--- src/rtl/aurora_tx_block_scheduler_if.sv ---
// Block-slot interface between the TX block scheduler, the user sources and the 66-to-32 gearbox.
// The scheduler is the master; user logic and the gearbox sit on the slave side.
interface aurora_tx_block_scheduler_if;
  logic        gb_next;
  logic [65:0] data66;
  logic [63:0] tx_data;
  logic        tx_valid;
  logic        tx_ready;
  logic        ctrl_req;
  logic [7:0]  ctrl_btf;
  logic [55:0] ctrl_payload;
  logic        ctrl_ack;
  logic        link_run;
  logic        cc_active;

  modport master (
    input  gb_next, tx_data, tx_valid, ctrl_req, ctrl_btf, ctrl_payload,
    output data66, tx_ready, ctrl_ack, link_run, cc_active
  );

  modport slave (
    output gb_next, tx_data, tx_valid, ctrl_req, ctrl_btf, ctrl_payload,
    input  data66, tx_ready, ctrl_ack, link_run, cc_active
  );
endinterface

--- src/rtl/aurora_tx_block_scheduler.sv ---
// Per-slot arbiter feeding the Aurora 64B/66B TX gearbox: CC insertion > control > data > idle.
// state | meaning
// INIT  | sending the post-reset idle run, user traffic blocked
// RUN   | normal per-slot arbitration
// CC    | remainder of a clock-compensation burst
module aurora_tx_block_scheduler #(
  parameter int          INIT_IDLES = 64,
  parameter int          CC_PERIOD  = 5000,
  parameter int          CC_LEN     = 3,
  parameter logic [65:0] IDLE_WORD  = {2'b10, 8'h78, 56'h0},
  parameter logic [65:0] CC_WORD    = {2'b10, 8'h78, 56'h80_0000_0000_0000}
) (
  input  logic                           clk,
  input  logic                           rst,
  aurora_tx_block_scheduler_if.master    bus
);

  localparam int IW = $clog2(INIT_IDLES + 1);
  localparam int CW = $clog2(CC_PERIOD + 1);
  localparam int BW = $clog2(CC_LEN + 1);
  localparam logic [IW-1:0] IDLE_LAST  = IW'(INIT_IDLES - 1);
  localparam logic [CW-1:0] CC_DUE_CNT = CW'(CC_PERIOD - 1);
  localparam logic [BW-1:0] BURST_LAST = BW'(CC_LEN - 1);

  typedef enum logic [1:0] {
    ST_INIT = 2'd0,
    ST_RUN  = 2'd1,
    ST_CC   = 2'd2
  } state_t;

  state_t        state;
  logic [IW-1:0] idle_cnt;
  logic [CW-1:0] cc_cnt;
  logic [BW-1:0] burst_cnt;
  logic          cc_due;
  logic          ctrl_pend;

  assign cc_due       = (state == ST_RUN) && (cc_cnt == CC_DUE_CNT);
  // The request is still high during its own ack cycle; that is not a new request.
  assign ctrl_pend    = bus.ctrl_req && !bus.ctrl_ack;
  assign bus.tx_ready = bus.gb_next && (state == ST_RUN) && !cc_due && !ctrl_pend;

  always_ff @(posedge clk or posedge rst) begin
    if (rst) begin
      state         <= ST_INIT;
      idle_cnt      <= '0;
      cc_cnt        <= '0;
      burst_cnt     <= '0;
      bus.data66    <= IDLE_WORD;
      bus.ctrl_ack  <= 1'b0;
      bus.link_run  <= 1'b0;
      bus.cc_active <= 1'b0;
    end else begin
      bus.ctrl_ack <= 1'b0;
      if (bus.gb_next) begin
        case (state)
          ST_INIT: begin
            bus.data66    <= IDLE_WORD;
            bus.cc_active <= 1'b0;
            idle_cnt      <= idle_cnt + IW'(1);
            if (idle_cnt == IDLE_LAST) begin
              state        <= ST_RUN;
              bus.link_run <= 1'b1;
            end
          end
          ST_RUN: begin
            if (cc_due) begin
              // Period is measured burst start to burst start, so restart here.
              bus.data66    <= CC_WORD;
              bus.cc_active <= 1'b1;
              cc_cnt        <= '0;
              if (CC_LEN > 1) begin
                state     <= ST_CC;
                burst_cnt <= BW'(1);
              end
            end else begin
              cc_cnt        <= cc_cnt + CW'(1);
              bus.cc_active <= 1'b0;
              if (ctrl_pend) begin
                bus.data66   <= {2'b10, bus.ctrl_btf, bus.ctrl_payload};
                bus.ctrl_ack <= 1'b1;
              end else if (bus.tx_valid) begin
                bus.data66 <= {2'b01, bus.tx_data};
              end else begin
                bus.data66 <= IDLE_WORD;
              end
            end
          end
          ST_CC: begin
            bus.data66    <= CC_WORD;
            bus.cc_active <= 1'b1;
            cc_cnt        <= cc_cnt + CW'(1);
            if (burst_cnt == BURST_LAST) begin
              state     <= ST_RUN;
              burst_cnt <= '0;
            end else begin
              burst_cnt <= burst_cnt + BW'(1);
            end
          end
          default: state <= ST_INIT;
        endcase
      end
    end
  end

endmodule

--- src/flat_wrapper.sv ---
// flat-port wrapper written by rule: the top's interface ports become plain ports
module aurora_tx_block_scheduler_flat 
#(
  parameter int          INIT_IDLES = 64,
  parameter int          CC_PERIOD  = 5000,
  parameter int          CC_LEN     = 3,
  parameter logic [65:0] IDLE_WORD  = {2'b10, 8'h78, 56'h0},
  parameter logic [65:0] CC_WORD    = {2'b10, 8'h78, 56'h80_0000_0000_0000}
)
  (clk, rst, bus_gb_next, bus_tx_data, bus_tx_valid, bus_ctrl_req, bus_ctrl_btf, bus_ctrl_payload, bus_data66, bus_tx_ready, bus_ctrl_ack, bus_link_run, bus_cc_active);
  aurora_tx_block_scheduler_if bus_i ();
  input  logic clk;
  input  logic rst;
  input wire logic [$bits(bus_i.gb_next)-1:0] bus_gb_next;
  input wire logic [$bits(bus_i.tx_data)-1:0] bus_tx_data;
  input wire logic [$bits(bus_i.tx_valid)-1:0] bus_tx_valid;
  input wire logic [$bits(bus_i.ctrl_req)-1:0] bus_ctrl_req;
  input wire logic [$bits(bus_i.ctrl_btf)-1:0] bus_ctrl_btf;
  input wire logic [$bits(bus_i.ctrl_payload)-1:0] bus_ctrl_payload;
  output wire logic [$bits(bus_i.data66)-1:0] bus_data66;
  output wire logic [$bits(bus_i.tx_ready)-1:0] bus_tx_ready;
  output wire logic [$bits(bus_i.ctrl_ack)-1:0] bus_ctrl_ack;
  output wire logic [$bits(bus_i.link_run)-1:0] bus_link_run;
  output wire logic [$bits(bus_i.cc_active)-1:0] bus_cc_active;
  assign bus_i.gb_next = bus_gb_next;
  assign bus_i.tx_data = bus_tx_data;
  assign bus_i.tx_valid = bus_tx_valid;
  assign bus_i.ctrl_req = bus_ctrl_req;
  assign bus_i.ctrl_btf = bus_ctrl_btf;
  assign bus_i.ctrl_payload = bus_ctrl_payload;
  assign bus_data66 = bus_i.data66;
  assign bus_tx_ready = bus_i.tx_ready;
  assign bus_ctrl_ack = bus_i.ctrl_ack;
  assign bus_link_run = bus_i.link_run;
  assign bus_cc_active = bus_i.cc_active;
  aurora_tx_block_scheduler #(.INIT_IDLES(INIT_IDLES), .CC_PERIOD(CC_PERIOD), .CC_LEN(CC_LEN), .IDLE_WORD(IDLE_WORD), .CC_WORD(CC_WORD)) u_core (.clk(clk), .rst(rst), .bus(bus_i));
endmodule
--- config.mk ---
export PLATFORM = sky130hd
export DESIGN_NAME = aurora_tx_block_scheduler_flat
export DESIGN_NICKNAME = d
export VERILOG_FILES = /design/src/rtl/aurora_tx_block_scheduler_if.sv /design/src/rtl/aurora_tx_block_scheduler.sv /design/src/flat_wrapper.sv
export SDC_FILE = /design/constraint.sdc
export NUM_CORES = 1
export LEC_CHECK = 0
export CELL_PAD_IN_SITES_DETAIL_PLACEMENT = 1
export CELL_PAD_IN_SITES_GLOBAL_PLACEMENT = 2
export CORE_UTILIZATION = 26
export DETAILED_ROUTE_END_ITERATION = 16
export PLACE_DENSITY_LB_ADDON = 0.12
export SLEW_MARGIN = 20
export SYNTH_ARGS = -nofsm -noshare
export SYNTH_HDL_FRONTEND = slang
export SYNTH_SLANG_ARGS = --single-unit
--- constraint.sdc ---
create_clock -name clk -period 7.15 [get_ports clk]
set_clock_uncertainty 0.2 [all_clocks]
set_input_delay 1.43 -clock clk [delete_from_list [all_inputs] [get_ports clk]]
set_output_delay 1.43 -clock clk [all_outputs]
set_load 0.03 [all_outputs]
# After elaboration in Yosys (flattened, before gate mapping)
# Index checks and enable logic that the tools add are counted.
[op_classes]
bitwise = 0
order_cmp = 0
shift = 0
n_reduce_logical = 17
div = 0
muxes = 19
add_sub_neg = 3
multipliers = 0
n_eq_ne = 8
[ops]
columns = ["op", "n"]
rows = [
  ["$mux W66", 3],
  ["$pmux W66 S3", 1],
  ["$pmux W13 S2", 1],
  ["$add A13 B1 Y13 const B", 1],
  ["$eq A13 B13 Y1 const B", 1],
  ["$mux W13", 1],
  ["$mux W2", 5],
  ["$add A7 B1 Y7 const B", 1],
  ["$eq A7 B6 Y1 const B", 1],
  ["$ne A2 B1 Y1 const B", 3],
  ["$pmux W2 S3", 1],
  ["$reduce_and A2 Y1", 3],
  ["$reduce_and A3 Y1", 2],
  ["$logic_and A1 B1 Y1", 5],
  ["$mux W1", 5],
  ["$eq A2 B2 Y1 const B", 2],
  ["$pmux W2 S2", 1],
  ["$reduce_and A4 Y1", 1],
  ["$logic_not A1 Y1", 3],
  ["$pmux W1 S3", 1],
  ["$reduce_bool A3 Y1", 1],
  ["$add A2 B1 Y2 const B", 1],
  ["$eq A2 B1 Y1 const B", 1],
  ["$logic_not A2 Y1", 1],
  ["$reduce_bool A2 Y1", 1],
]
[word_totals]
input_bits = 133
ram_bits = 0
rom_bits = 0
wordCells = 55
out_inout_bits = 70
latchBits = 0
memories = 0
register_bits = 93

# Logic depth before layout (Yosys ltp)
[logic_depth]
ltp_word = 6
ltp_mapped = 9
ltp_nobuf = 6

# Least setup slack after synthesis
# No wires, ideal clock.
[synth_path]
path_type = "input-to-output"
from = "input bus_ctrl_req"
to = "output bus_tx_ready"
path_buffers = 0
setup_slack_ns = 3.534
t_arrival_ns = 1.986
required_ns = 5.520
stages = 2
cell_sequence = "nor2b_1 > nor2_1"
[synth_between]
elab_chain_cells = 3
[synth_lines]
columns = ["element", "line_no", "source"]
rows = [
  ["from (decl)", "flat_wrapper.sv:17", "input wire logic [$bits(bus_i.ctrl_req)-1:0] bus_ctrl_req;"],
  ["$logic_and A1 B1 Y1", "aurora_tx_block_scheduler.sv:40", "assign ctrl_pend = bus.ctrl_req && !bus.ctrl_ack;"],
  ["$logic_not A1 Y1", "aurora_tx_block_scheduler.sv:41", "assign bus.tx_ready = bus.gb_next && (state == ST_RUN) && !cc_due && !ctrl_pend;"],
  ["$logic_and A1 B1 Y1", "aurora_tx_block_scheduler.sv:41", ""],
  ["to (decl)", "flat_wrapper.sv:21", "output wire logic [$bits(bus_i.tx_ready)-1:0] bus_tx_ready;"],
]
# No other way between the ends.

# Worst setup path after layout
[layout_path]
from = "input bus_gb_next"
to = "output bus_tx_ready"
[layout_between]
elab_chain_cells = 3
[layout_lines]
columns = ["element", "line_no", "source"]
rows = [
  ["from (decl)", "flat_wrapper.sv:14", "input wire logic [$bits(bus_i.gb_next)-1:0] bus_gb_next;"],
  ["$logic_and A1 B1 Y1 (3 in a row)", "aurora_tx_block_scheduler.sv:41", ""],
]
# No other way between the ends.

==> flow_summary.json <==
{
  "arrival_ns": 3.00,
  "num_vias": 3857,
  "dp_cells": 768,
  "grt_pass1_wl_microns": 22420,
  "clk_pin_slew_ns": 0.06,
  "stdcell_count": 784,
  "worst_slew_pin_slew_ns": 0.7421,
  "cp-start-kind": "input pin",
  "cts_tree": "done",
  "syn2layout_area_growth_pct": 59.67,
  "hold_buffers": 0,
  "cts_resized": 0,
  "fin_crit_sh_pct": 64.72,
  "cts_buffers": 9,
  "synth_fa_ha_area_share_pct": 2.040,
  "ys_warn_count": 0,
  "initial_core_util_pct": 26.84,
  "antenna_cells": 0,
  "core_sq_um": 16000,
  "slew_headroom_pct": 50.53,
  "drt_iter0_markers": 143,
  "whs_endpoint": "u_core.bus.link_run",
  "clockBufferDepth": 2,
  "clock-sinks": 93,
  "r2r_start": "u_core.cc_cnt[6]",
  "hold_viol_final": 0,
  "fill_cells": 1757,
  "path_class": "input pin to output pin",
  "drt_wl_total_microns": 15060,
  "endpoint_kind": "output pin",
  "die_h_microns": 130.5,
  "placed_cell_area_sq_um": 6525,
  "cp.required_ns": 5.52,
  "clock_latency_ns": 0.35,
  "cts_setup_buffers": 0,
  "whs_ns": 0.2629,
  "cp_max_fo": 8,
  "grt_setup_unrepaired": "no",
  "fin_util_pct": 42.85,
  "synth_top_family_by_area": "compound AO/OA/AOI/OAI gates",
  "place_ws_ns": 2.509,
  "syn-num-nets": 511,
  "ios": 203,
  "reg2reg_depth": 5,
  "routedWlPerCell_microns": 19.21,
  "hold_depth": 2,
  "synth-seq-area-share_pct": 54.34,
  "drive_gt1_share_pct": 5.986,
  "grt_pass1_vias": 4060,
  "fin_setup_tns_ns": 0,
  "hpwl_microns": 10610,
  "ys_types": 42,
  "port_buffers": 202,
  "period_needed_ns": 4.628,
  "p_leak_nw": 2.897,
  "netlist_instances": 371,
  "grt.overflow.total": 0,
  "drv_cap": 0,
  "synthSimpleGateAreaFrac_pct": 17.69,
  "layout_commonest_cell": "clkdlybuf4s50_1",
  "design_area_sq_um": 6857,
  "fmax_ghz": 0.2161,
  "hold_path_class": "flip-flop to flip-flop",
  "place.gp.congestion": 0.7040,
  "finalPower_mw": 1.541,
  "drv_slew": 0,
  "vias_per_cell": 4.920,
  "status": "complete, no violations",
  "syn_avg_cell_area_sq_um": 11.57,
  "layout_setup_ws_ns": 2.522,
  "die_area_sq_um": 17030,
  "p_per_area_nw_per_um2": 224.7,
  "syn_area_sq_um": 4294,
  "layout.nets": 703,
  "reg2reg_slack_ns": 4.44,
  "post-route-drc-count": 0,
  "dieWidth_microns": 130.5,
  "grt_max_degree": 75,
  "rr_endpoint": "u_core.bus.data66[6]",
  "synth_xor_area_share_pct": 3.059,
  "final-seq-area_sq_um": 2333,
  "cts-root-buf": "clkbuf_16",
  "antenna_found_initial": 0,
  "min_from": "u_core.bus.link_run",
  "htreeDepth": 3,
  "layout_common_cells": "202 x clkdlybuf4s50_1, 88 x dfrtp_1, 60 x and2_1",
  "ant_nets": 0,
  "peakVddDrop_mv": 0.09779,
  "placementRows": 46,
  "drtPass1Iterations": 4,
  "synth_compound_area_share_pct": 18.44,
  "setup_viol": 0,
  "synthMuxAreaShare_pct": 1.253,
  "multi_input_area_sq_um": 1837,
  "gr-usage-all-layers_pct": 17.58,
  "ys_seq_elements": 93
}
## synthesized netlist by cell type
cell | n | area (sq um)
a21o_1 | 2 | 15.01
a21oi_1 | 3 | 15.01
a221o_1 | 58 | 580.6
a2bb2oi_1 | 1 | 8.760
a311oi_1 | 1 | 8.760
a31oi_1 | 6 | 37.54
a32o_1 | 1 | 10.01
and2_1 | 60 | 375.4
and3_1 | 3 | 18.77
and3b_1 | 2 | 17.52
buf_2 | 4 | 20.02
buf_6 | 1 | 11.26
clkbuf_1 | 20 | 75.07
dfrtp_1 | 88 | 2202
dfstp_2 | 5 | 131.4
ha_1 | 7 | 87.58
inv_1 | 8 | 30.03
mux2_2 | 3 | 33.78
mux2i_1 | 2 | 20.02
nand2_1 | 16 | 60.06
nand2b_1 | 2 | 12.51
nand3_1 | 6 | 30.03
nand3b_1 | 4 | 30.03
nand4_1 | 9 | 56.30
nand4b_1 | 1 | 8.760
nor2_1 | 13 | 48.80
nor2b_1 | 2 | 12.51
nor3_1 | 3 | 15.01
nor4_1 | 1 | 6.260
nor4_2 | 1 | 12.51
nor4_4 | 1 | 21.27
o2111ai_1 | 1 | 8.760
o211ai_1 | 4 | 30.03
o21ai_0 | 8 | 40.04
o21bai_1 | 1 | 7.510
o31ai_1 | 4 | 30.03
or2_2 | 1 | 6.260
or3_1 | 1 | 6.260
or4_1 | 1 | 7.510
or4b_4 | 1 | 13.76
xnor2_1 | 9 | 78.83
xor2_1 | 6 | 52.55
## worst max path at each step
stage	startpoint	to	slack, ns	cells past startpoint
after floorplan	rst	u_core.burst_cnt[0]	3.11	1
after global placement	bus_gb_next	bus_tx_ready	2.52	4
after detailed placement	bus_gb_next	bus_tx_ready	2.51	4
after CTS	bus_gb_next	bus_tx_ready	2.51	4
after global routing	bus_gb_next	bus_tx_ready	2.42	4
final	bus_gb_next	bus_tx_ready	2.52	4
## routing by layer
metal / vias to the layer above / global-route usage [%] / part of all wire [%]
met1: 1945 / 19.75 / 40
li1: 1765 / - / -
met2: 128 / 30.94 / 50
met3: 19 / 5.049 / 7.6
met4: 0 / 7.708 / 2.0
met5: - / 0 / 0
## state kept, by name, summed over array words and instances, names as in the netlist
register / count
u_core.burst_cnt: 2
u_core.bus.cc_active: 1
u_core.bus.ctrl_ack: 1
u_core.bus.data66: 66
u_core.bus.link_run: 1
u_core.cc_cnt: 13
u_core.idle_cnt: 7
u_core.state: 2
## cell type report
class,instances,share of cell area [%]
clock buffers,13,3.796
clock inverters,3,0.9854
inverters,8,0.4745
multi-input cells,245,26.79
flip-flops and latches,93,34.03
well taps,216,3.942
repair buffers,206,29.98
## critical path, cell delays in order
cell and delay, ns:
clkdlybuf4s50_1 0.62, nand3_1 0.14, nor2_1 0.13, clkdlybuf4s50_1 0.68
## cell families (layout without fill, tap and decap cells)
kind of cell,count (synthesis),in the layout
AO/OA/AOI/OAI,90,90
XOR/XNOR,15,15
adder cells (fa/ha/maj),7,7
buffers and inverters,33,230
flip-flops,93,93
multiplexers,5,5
AND/OR/NAND/NOR,128,128
## power breakdown
| part | internal [mW] | switching [mW] |
|---|---|---|
| combinational | 0.195 | 0.189 |
| sequential | 0.583 | 0.0403 |
| clock | 0.326 | 0.208 |
No activity file was read; power rests on OpenSTA's default activity.
